--- src/rtl/vga_timing_gen.sv ---
// ---------------------------------------------------------------------------
// vga_timing_gen
//
// Raster timing generator for the VGA simulation bench. Two free-running
// counters (hcnt, vcnt) walk the full raster. On each CLK edge with CE=1 the
// outputs register a decode of the current counter values, and then the
// counters advance. The output stage therefore lags the counters by exactly
// one enabled cycle, and every output comes straight from a flop.
//
// Line layout  : active | front porch | sync | back porch   (same for frames)
// Sync polarity: Hsync and Vsync are active low. Vsync covers whole lines,
//                porches included.
// Strobes      : line_start and frame_start are cleared on every CE=0 edge,
//                so each pulse is exactly one CLK wide even when CE is slow.
//
// Optional feature (compile-time macro VGA_TIMING_TEST_PATTERN_EN):
//   Adds R[4:0]/G[5:0]/B[4:0] ports carrying eight vertical colour bars
//   (white, yellow, cyan, green, magenta, red, blue, black). They are
//   registered in the same stage as DE and are zero outside the active area.
// ---------------------------------------------------------------------------
module vga_timing_gen #(
    parameter int HSIZE = 640,  // active pixels per line
    parameter int HFP   = 16,   // horizontal front porch
    parameter int HSYNC = 96,   // horizontal sync width
    parameter int HBP   = 48,   // horizontal back porch
    parameter int VSIZE = 480,  // active lines per frame
    parameter int VFP   = 10,   // vertical front porch
    parameter int VSYNC = 2,    // vertical sync width
    parameter int VBP   = 33    // vertical back porch
) (
    input  logic        CLK,
    input  logic        RESET_N,
    input  logic        CE,
    output logic        Hsync,
    output logic        Vsync,
    output logic        DE,
    output logic [11:0] hpos,
    output logic [11:0] vpos,
    output logic        line_start,
    output logic        frame_start
`ifdef VGA_TIMING_TEST_PATTERN_EN
    ,
    output logic [4:0]  R,
    output logic [5:0]  G,
    output logic [4:0]  B
`endif
);

    // Derived raster totals; not overridable.
    localparam int HTOTAL = HSIZE + HFP + HSYNC + HBP;
    localparam int VTOTAL = VSIZE + VFP + VSYNC + VBP;

    // Counter-width boundaries, precomputed so every compare is 12 bits wide.
    // A sync window is [START, END), END being the first pixel after sync.
    localparam logic [11:0] H_ACT        = 12'(HSIZE);
    localparam logic [11:0] H_SYNC_START = 12'(HSIZE + HFP);
    localparam logic [11:0] H_SYNC_END   = 12'(HSIZE + HFP + HSYNC);
    localparam logic [11:0] H_LAST       = 12'(HTOTAL - 1);
    localparam logic [11:0] V_ACT        = 12'(VSIZE);
    localparam logic [11:0] V_SYNC_START = 12'(VSIZE + VFP);
    localparam logic [11:0] V_SYNC_END   = 12'(VSIZE + VFP + VSYNC);
    localparam logic [11:0] V_LAST       = 12'(VTOTAL - 1);

`ifndef SYNTHESIS
    // Geometry sanity check for simulation; it builds no hardware.
    initial begin
        if (HSYNC < 1 || VSYNC < 1)
            $error("vga_timing_gen: HSYNC and VSYNC must be at least 1");
        if (HTOTAL > 4095 || VTOTAL > 4095)
            $error("vga_timing_gen: HTOTAL and VTOTAL must not exceed 4095");
    end
`endif

    // Raster position counters.
    logic [11:0] hcnt;
    logic [11:0] vcnt;

    // Combinational decode of the current position, captured by the output
    // stage on the next enabled edge.
    logic        de_d;
    logic        hsync_d;
    logic        vsync_d;
    logic        line_start_d;
    logic        frame_start_d;

`ifdef VGA_TIMING_TEST_PATTERN_EN
    logic [14:0] hcnt_x8;
    logic [2:0]  bar;
    logic [4:0]  r_d;
    logic [5:0]  g_d;
    logic [4:0]  b_d;
`endif

    // Advance hcnt every enabled cycle; vcnt steps only on the hcnt wrap, and
    // both wrap together at the last pixel of the frame.
    always_ff @(posedge CLK or negedge RESET_N) begin
        if (!RESET_N) begin
            hcnt <= '0;
            vcnt <= '0;
        end else if (CE) begin
            // NOTE: non-blocking assignments here, so the decode below and the
            // output stage both see the pre-edge counter values.
            if (hcnt == H_LAST) begin
                hcnt <= '0;
                if (vcnt == V_LAST) begin
                    vcnt <= '0;
                end else begin
                    vcnt <= vcnt + 12'd1;
                end
            end else begin
                hcnt <= hcnt + 12'd1;
            end
        end
    end

    // Decode the current position into next-cycle output values.
    always_comb begin
        // NOTE: every signal gets an unconditional value first, so no path can
        // leave one unassigned and infer a latch.
        de_d          = 1'b0;
        hsync_d       = 1'b1;
        vsync_d       = 1'b1;
        line_start_d  = 1'b0;
        frame_start_d = 1'b0;

        de_d          = (hcnt < H_ACT) && (vcnt < V_ACT);
        hsync_d       = !((hcnt >= H_SYNC_START) && (hcnt < H_SYNC_END));
        vsync_d       = !((vcnt >= V_SYNC_START) && (vcnt < V_SYNC_END));
        line_start_d  = (hcnt == '0);
        frame_start_d = (hcnt == '0) && (vcnt == '0);
    end

`ifdef VGA_TIMING_TEST_PATTERN_EN
    // Colour-bar decode. Bar index = hcnt*8/HSIZE, a multiply-then-divide so
    // bar edges stay exact when HSIZE is not a multiple of 8. The bar colour
    // sequence maps onto the index bits: red is off for bars 2,3,6,7, green is
    // off for bars 4..7, blue is off for the odd bars.
    always_comb begin
        hcnt_x8 = '0;
        bar     = '0;
        r_d     = '0;
        g_d     = '0;
        b_d     = '0;

        hcnt_x8 = {hcnt, 3'b000};
        bar     = 3'(hcnt_x8 / 15'(HSIZE));
        if (de_d) begin
            r_d = bar[1] ? 5'd0 : 5'd31;
            g_d = bar[2] ? 6'd0 : 6'd63;
            b_d = bar[0] ? 5'd0 : 5'd31;
        end
    end
`endif

    // Output stage: capture the decode on enabled edges; on disabled edges the
    // levels hold and the strobes drop so each pulse lasts one CLK.
    always_ff @(posedge CLK or negedge RESET_N) begin
        if (!RESET_N) begin
            // NOTE: every output flop has a reset value; they drive sync lines
            // downstream and must come out of reset inactive.
            Hsync       <= 1'b1;
            Vsync       <= 1'b1;
            DE          <= 1'b0;
            hpos        <= '0;
            vpos        <= '0;
            line_start  <= 1'b0;
            frame_start <= 1'b0;
`ifdef VGA_TIMING_TEST_PATTERN_EN
            R           <= '0;
            G           <= '0;
            B           <= '0;
`endif
        end else if (CE) begin
            Hsync       <= hsync_d;
            Vsync       <= vsync_d;
            DE          <= de_d;
            hpos        <= hcnt;
            vpos        <= vcnt;
            line_start  <= line_start_d;
            frame_start <= frame_start_d;
`ifdef VGA_TIMING_TEST_PATTERN_EN
            R           <= r_d;
            G           <= g_d;
            B           <= b_d;
`endif
        end else begin
            line_start  <= 1'b0;
            frame_start <= 1'b0;
        end
    end

endmodule

--- config.mk ---
export PLATFORM = sky130hd
export DESIGN_NAME = vga_timing_gen
export DESIGN_NICKNAME = d
export VERILOG_FILES = /design/src/rtl/vga_timing_gen.sv
export SDC_FILE = /design/constraint.sdc
export NUM_CORES = 1
export LEC_CHECK = 0
export ABC_AREA = 1
export BUFFER_PORTS_ARGS = -buffer_cell sky130_fd_sc_hd__buf_2
export CAP_MARGIN = 20
export CORE_ASPECT_RATIO = 0.8
export CORE_MARGIN = 5
export CORE_UTILIZATION = 50
export DETAILED_ROUTE_END_ITERATION = 6
export GPL_TIMING_DRIVEN = 1
export PLACE_DENSITY = 0.76
export SYNTH_ARGS = -nofsm -noshare
export SYNTH_HDL_FRONTEND = slang
export SYNTH_SLANG_ARGS = --single-unit
--- constraint.sdc ---
create_clock -name CLK -period 1.8 [get_ports CLK]
set_input_delay 0.36 -clock CLK [delete_from_list [all_inputs] [get_ports CLK]]
set_output_delay 0.36 -clock CLK [all_outputs]
set_load 0.02 [all_outputs]
# After elaboration in Yosys (flattened, before gate mapping)
# Cells that the tools add are included.
[word_totals]
regBits = 53
in_bits = 3
out_inout_bits = 29
[classes]
mux = 4
n_reduce_logical = 9
n_eq_ne = 2
add_sub_neg = 2
order_cmp = 6
[op_table]
columns = ["op", "count"]
rows = [
  ["12-bit by 1-bit adder with 12-bit output (second input constant)", 2],
  ["12-bit by 10-bit equality test with 1-bit output (second input constant)", 2],
  ["12-bit zero test", 2],
  ["12-bit by 10-bit < comparator with 1-bit output (second input constant)", 2],
  ["12-bit by 9-bit < comparator with 1-bit output (second input constant)", 2],
  ["12-bit 2-to-1 mux", 2],
  ["12-bit by 10-bit greater-or-equal comparator with 1-bit output (second input constant)", 1],
  ["12-bit by 9-bit greater-or-equal comparator with 1-bit output (second input constant)", 1],
  ["1-bit logical AND", 4],
  ["1-bit zero test", 2],
  ["1-bit 2-to-1 mux", 2],
  ["2-bit AND reduction", 1],
]

# Logic depth before layout (Yosys ltp)
# Gate-level depths: netlist (run 1).
[logic_depth]
word_depth = 3
mapped_depth = 9

# Worst setup path after synthesis (run 1)
# OpenSTA, ideal clock, no wires.
[synth_path]
kind = "register -> register"
from = "reg hcnt[0]"
to = "reg vcnt[8]"
required_ns = 1.679
arrival_time_ns = 1.245
synth_period_minus_slack_ns = 1.366
path_stages_with_launch = 10
setup_time_ns = 0.121
path_slack_ns = 0.434
path_cell_list = "dfrtp_1 -> ha_1 -> nand2_1 -> nor2_2 -> nand3_4 -> nor2_8 -> inv_2 -> buf_6 -> nand2_1 -> o21ai_2"
[synth_between]
elab_chain_cells = 2
[synth_rtl]
columns = ["item", "line", "rtl"]
rows = [
  ["from (decl)", "75", "logic [11:0] hcnt;"],
  ["from (signal assigned)", "111", "hcnt <= hcnt + 12'd1;"],
  ["12-bit by 10-bit equality test with 1-bit output", "103", "if (hcnt == H_LAST) begin"],
  ["2-bit AND reduction (no line)", "--", ""],
  ["to (signal assigned)", "108", "vcnt <= vcnt + 12'd1;"],
  ["to (decl)", "76", "logic [11:0] vcnt;"],
]
# No other way between the ends.
# A chain may end at the register's enable or synchronous reset.

# Final worst setup path (run 1)
# Ends and elaborated chain as after synthesis.

==> results.json, run 1 <==
{
  "outcome": "finished with violations",
  "violations": "negative hold slack",
  "gr-usage-all-layers_pct": 17.73,
  "portBuffers": 31,
  "synth_top_area_share_pct": 49.25,
  "synth_seq_area_share_pct": 51.28,
  "syn_area_per_cell_um2": 8.386,
  "rsz0062_at_grt": "no",
  "viasPerCell": 5.157,
  "htreeDepth": 2,
  "finalCritPeriodShare_pct": 86.86,
  "final_common_cell": "nand2_1",
  "cp-start-kind": "flip-flop",
  "setup_viol": 0,
  "detail_route.wl_per_cell_um": 13.31,
  "layout.nets": 345,
  "hold_viol_final": 1,
  "power_switching_mw": 1.011,
  "clock_skew_ns": 0.007001,
  "postCtsSetupBuffers": 0,
  "ys_seq_elements": 53,
  "syn_area_um2": 2591,
  "p_leak_nw": 1.461,
  "crit_slowest_cell": "dfrtp_1",
  "ff_latch_area_um2": 1329,
  "maxCapViolations": 0,
  "die_y_um": 74.39,
  "pin_count": 32,
  "min_period_ns": 1.563,
  "gp_congestion": 0.9266,
  "synth_nets": 316,
  "hp-class": "input port to asynchronous set/reset pin",
  "power.density_nw_per_um2": 998.2,
  "slew_headroom_pct": 68.04,
  "tritoncts": "yes",
  "grt_max_degree": 39,
  "num_vias": 2068,
  "synthCells": 309,
  "dr.pass1.iters": 4,
  "clk_pin_slew_ns": 0.09,
  "crit_top_cell": "nand2_1",
  "cts_made_buffers": 5,
  "synthToLayoutAreaGrowth_pct": 11.40,
  "synth.distinct_cells": 27,
  "async_reset_ff_share_pct": 100.0,
  "swShare_pct": 35.10,
  "start_util_pct": 51.75,
  "ir_worst_vdd_v": 0.0006088,
  "p_comb_share_pct": 24.2,
  "antenna_found_initial": 0,
  "utilization_pct": 57.65,
  "cp-end-kind": "flip-flop",
  "antenna_cells": 0,
  "yosys_warnings": 0,
  "worstPathCellList": "ha_1 -> nand2_1 -> nor2_2 -> nand3_4 -> nor2_8 -> inv_2 -> nand2_1 -> o21ai_2",
  "cp_max_fo": 14,
  "ctsHoldBuffers": 0,
  "grt_pass1_wl_mm": 9.432,
  "crit_required_ns": 2.00,
  "drive_above_1_share_pct": 17.40,
  "fillers": 468,
  "mostFrequentLayoutCells": "nand2_1 (80), dfrtp_1 (51), buf_2 (31)",
  "fin_hold_ws_ns": -0.0009077,
  "multi_input_area_um2": 1062,
  "root_buffer": "clkbuf_8",
  "hpwl_mm": 3.955,
  "fmax_mhz": 639.6,
  "critical_path_class": "flip-flop to flip-flop",
  "seqPwrFrac_pct": 53.4,
  "fp.dieW_um": 90.49,
  "grt_overflow_total": 0,
  "ant_nets": 0,
  "yosysTopAreaCell": "dfrtp_1",
  "slowest_delay_ns": 0.37,
  "ctsResizeCount": 0,
  "synth_ff_type": "dfrtp_1",
  "drtIter0Drc": 266,
  "clockPowerShare_pct": 22.4,
  "die_area_um2": 6731,
  "clock_path_buffers": 2,
  "cts_num_sinks": 53,
  "clk_latency_ns": 0.31,
  "synth.area.top_cells": "dfrtp_1 (49%), nand2_1 (12%), o21ai_0 (5.6%), inv_1 (4.2%), nor2_1 (4.2%)",
  "core_um2": 5007,
  "cp.arrival_ns": 1.76,
  "grt_pass1_vias": 1953,
  "internal_power_mw": 1.870,
  "drc": 0,
  "postRouteWirelength_mm": 5.339,
  "p_total_mw": 2.881,
  "num_rows": 23,
  "slew_violations": 0,
  "timing.setup.tns_ns": 0,
  "tightestPinTransition_ns": 0.4794,
  "synth_edf_count": 0
}
[worst max-delay path: cells and delay by family (launching register included)]
kind | cells | cell delay [ns]
flops | 1 | 0.37
buf+inv | 1 | 0.15
simple gates | 5 | 0.68
fa+ha+maj | 1 | 0.21
compound gates | 1 | 0.05
[worst paths after layout]
| check | cells past startpoint | slack, ns | from | to |
|---|---|---|---|---|
| min in group CLK | 3 | 0.41 | CE | Hsync |
| max in group asynchronous | 2 | 1.20 | RESET_N | Vsync |
| hold / removal | 1 | -0.0009 | RESET_N | line_start |
| hold reg to reg | 2 | 0.48 | hpos[5] | hpos[5] |
| setup / recovery | 8 | 0.24 | hcnt[0] | vcnt[8] |
| setup reg to reg | 8 | 0.24 | hcnt[0] | vcnt[8] |
[flip-flops by register name, indices dropped and copies added (netlist names)]
register     count
DE               1
Hsync            1
Vsync            1
frame_start      1
hcnt            12
hpos            12
line_start       1
vcnt            12
vpos            12
[per-stage QoR]
stage          hold slack (ns)  worst slack [ns]  std cells  instance area (µm²)
2_1_floorplan          0.06441            0.4336        309                 2591
3_3_place_gp            0.3454            0.2964        393                 2803
3_5_place_dp            0.3592            0.2621        393                 2803
4_1_cts                0.01866            0.2426        401                 2887
5_1_grt                0.03528            0.1157        401                 2887
6_report            -0.0009077            0.2365        401                 2887
[layer usage]
layer	track usage, %	share of wire, %
met5	0	0
met3	4.752	8.0
met2	24.34	41
met1	26.45	50
met4	7.273	1.5
[Yosys cell counts, drive strengths merged, types with 2 or more instances]
cell type,n
buf,9
clkbuf,3
dfrtp,51
dfstp,2
ha,4
inv,35
nand2,81
nand3,21
nand3b,3
nand4,10
nor2,34
nor3,7
o21ai,35
xor2,11
[layout make-up]
class	instances	share of cell area, %
sequential	53	46.03
clock inverter	1	0.2601
tap	62	2.687
inverter	35	4.551
timing repair buffer	34	7.022
multi-input combinational	209	36.80
clock buffer	7	2.644
[cell families (layout without fill, tap and decap cells)]
family | count (synthesis) | count (layout) | share of synthesized area [%]
compound gates | 37 | 37 | 7.726
buf+inv | 47 | 77 | 7.725
simple gates | 157 | 157 | 27.62
fa+ha+maj | 4 | 4 | 1.932
flops | 53 | 53 | 51.28
xor+xnor | 11 | 11 | 3.718
[power by group through the flow]
stage | Clock [mW] | Sequential (mW) | Combinational [mW]
2_1_floorplan | 0 | 1.63 | 0.372
3_3_place_gp | 0 | 1.56 | 0.680
3_5_place_dp | 0 | 1.56 | 0.701
4_1_cts | 0.670 | 1.54 | 0.706
5_1_grt | 0.723 | 1.57 | 0.793
6_report | 0.646 | 1.54 | 0.697
No activity file was read; power rests on OpenSTA's default activity.
==> run 2, diff against run 1 <==
--- a/config.mk
+++ b/config.mk
@@ -14,6 +14,7 @@
 export DETAILED_ROUTE_END_ITERATION = 6
 export GPL_TIMING_DRIVEN = 1
 export PLACE_DENSITY = 0.76
+export REMOVE_ABC_BUFFERS = 1
 export SYNTH_ARGS = -nofsm -noshare
 export SYNTH_HDL_FRONTEND = slang
 export SYNTH_SLANG_ARGS = --single-unit
==> run 2 against run 1 <==
The flow now finishes without violations. Utilization rose by 0.55 points. Highest routed layer unchanged. Via count increased by 2.0%. Die area did not move.
==> results.json, run 2 (same netlist as run 1, synthesis figures left out) <==
{
  "hold_viol_final": 0,
  "r2r_slack_ns": 0.23,
  "cp-start-kind": "flip-flop",
  "root_buffer": "clkbuf_8",
  "utilization_pct": 58.20,
  "rsz0062_at_grt": "no",
  "path_buf_inv": 1,
  "cts_num_sinks": 53,
  "layout.nets": 346,
  "p_leak_nw": 1.481,
  "ctsResizeCount": 0,
  "place_ws_ns": 0.2587,
  "top_layer_used": "met4",
  "die_area_um2": 6731,
  "portBuffers": 31,
  "clk_pin_slew_ns": 0.09,
  "start_util_pct": 51.75,
  "gr-usage-all-layers_pct": 17.03,
  "grt_max_degree": 54,
  "postRouteWirelength_mm": 5.375,
  "hp-class": "input port to asynchronous set/reset pin",
  "htreeDepth": 2,
  "cp.arrival_ns": 1.76,
  "maxCapViolations": 0,
  "num_vias": 2110,
  "cp-end-kind": "flip-flop",
  "timing.setup.tns_ns": 0,
  "wl_met1_mm": 2.653,
  "fin_ws_ns": 0.2284,
  "cp_max_fo": 14,
  "synthToLayoutAreaGrowth_pct": 12.46,
  "clock_path_buffers": 2,
  "fin_area_um2": 2914,
  "crit_required_ns": 1.99,
  "cts_made_buffers": 5,
  "mostFrequentLayoutCells": "nand2_1 (80), dfrtp_1 (51), buf_2 (31)",
  "grt_pass1_wl_mm": 9.211,
  "core_um2": 5007,
  "hpwl_mm": 3.921,
  "met2WireLength_mm": 2.312,
  "drc": 0,
  "slowest_delay_ns": 0.38,
  "tritoncts": "yes",
  "clk_latency_ns": 0.30,
  "crit_path_start": "hcnt[1]",
  "clock_skew_ns": 0.008184,
  "power.density_nw_per_um2": 1050,
  "antenna_cells": 0,
  "r2r-start": "hcnt[1]",
  "die_y_um": 74.39,
  "critical_path_class": "flip-flop to flip-flop",
  "postCtsSetupBuffers": 0,
  "ant_nets": 0,
  "tightestPinTransition_ns": 0.4031,
  "finalCritPeriodShare_pct": 87.31,
  "final_common_cell": "nand2_1",
  "slew_headroom_pct": 73.03,
  "placedInstanceArea_um2": 2798,
  "drtIter0Drc": 202,
  "outcome": "completed",
  "worstPathCellList": "ha_1 -> nand2_1 -> nor2_2 -> nand3_4 -> nor2_8 -> inv_2 -> nand2_1 -> o21ai_2",
  "ctsHoldBuffers": 0,
  "detail_route.wl_per_cell_um": 13.37,
  "crit_top_cell": "nand2_1",
  "setup_viol": 0,
  "pin_count": 32,
  "drive_above_1_share_pct": 17.94,
  "num_rows": 23,
  "crit_family": "simple AND/OR/NAND/NOR gates",
  "viasPerCell": 5.249,
  "min_period_ns": 1.572,
  "dr.pass1.iters": 4,
  "route.met3.wl_um": 351,
  "slew_violations": 0,
  "gp_congestion": 0.8815,
  "crit_slowest_cell": "dfrtp_1",
  "grt_overflow_total": 0,
  "grt_pass1_vias": 1911,
  "antenna_found_initial": 0,
  "fmax_mhz": 636.3,
  "fp.dieW_um": 90.49,
  "ir_worst_vdd_v": 0.0005450
}
[run 2: cell types whose count changed in the layout (fill, tap and decap cells not counted), sizes merged]
cell      previous run  this run
buf                 34        35
bufinv               0         1
clkinvlp             1         0
[run 2: area by class of cell]
class / instances / area (µm²)
tap: 62 / 77.57
clock buffer: 7 / 86.33
inverter: 35 / 131.4
multi-input combinational: 209 / 1062
timing repair buffer: 35 / 197.7
fill: 466 / 2093
clock inverter: 1 / 30.03
sequential: 53 / 1329
[run 2: power by group]
group | internal (mW) | total, mW | switching [mW]
combinational | 0.219 | 0.684 | 0.465
clock | 0.454 | 0.836 | 0.382
sequential | 1.37 | 1.54 | 0.167
total | 2.04 | 3.06 | 1.01
[run 2: final timing paths]
path                       cells past startpoint       end
hold / removal                                 2   hpos[3]
min in group CLK                               2     Hsync
hold reg to reg                                2  vpos[10]
max in group asynchronous                      2     Vsync
setup / recovery                               8   vcnt[9]
setup reg to reg                               8   vcnt[9]
[run 2: metal layers]
layer / GRT usage, % / up-vias
met5: 0 / -
met3: 4.247 / 6
met4: 4.463 / 0
met1: 25.40 / 996
li1: - / 1047
met2: 24.90 / 61
[run 2: worst register-to-register path: cells and delay by family (launching register included)]
| family | cells | cell delay [ns] |
|---|---|---|
| simple gates | 5 | 0.68 |
| flops | 1 | 0.38 |
| fa+ha+maj | 1 | 0.20 |
| buf+inv | 1 | 0.15 |
| compound gates | 1 | 0.05 |
[run 2: metrics by stage]
stage	instances	hold WS [ns]	power, mW
6_report	402	0.01965	3.059
5_1_grt	402	0.03696	3.252
4_1_cts	402	0.03395	3.091
3_5_place_dp	394	0.3759	2.248
3_3_place_gp	394	0.3700	2.229
2_1_floorplan	297	0.06441	1.994
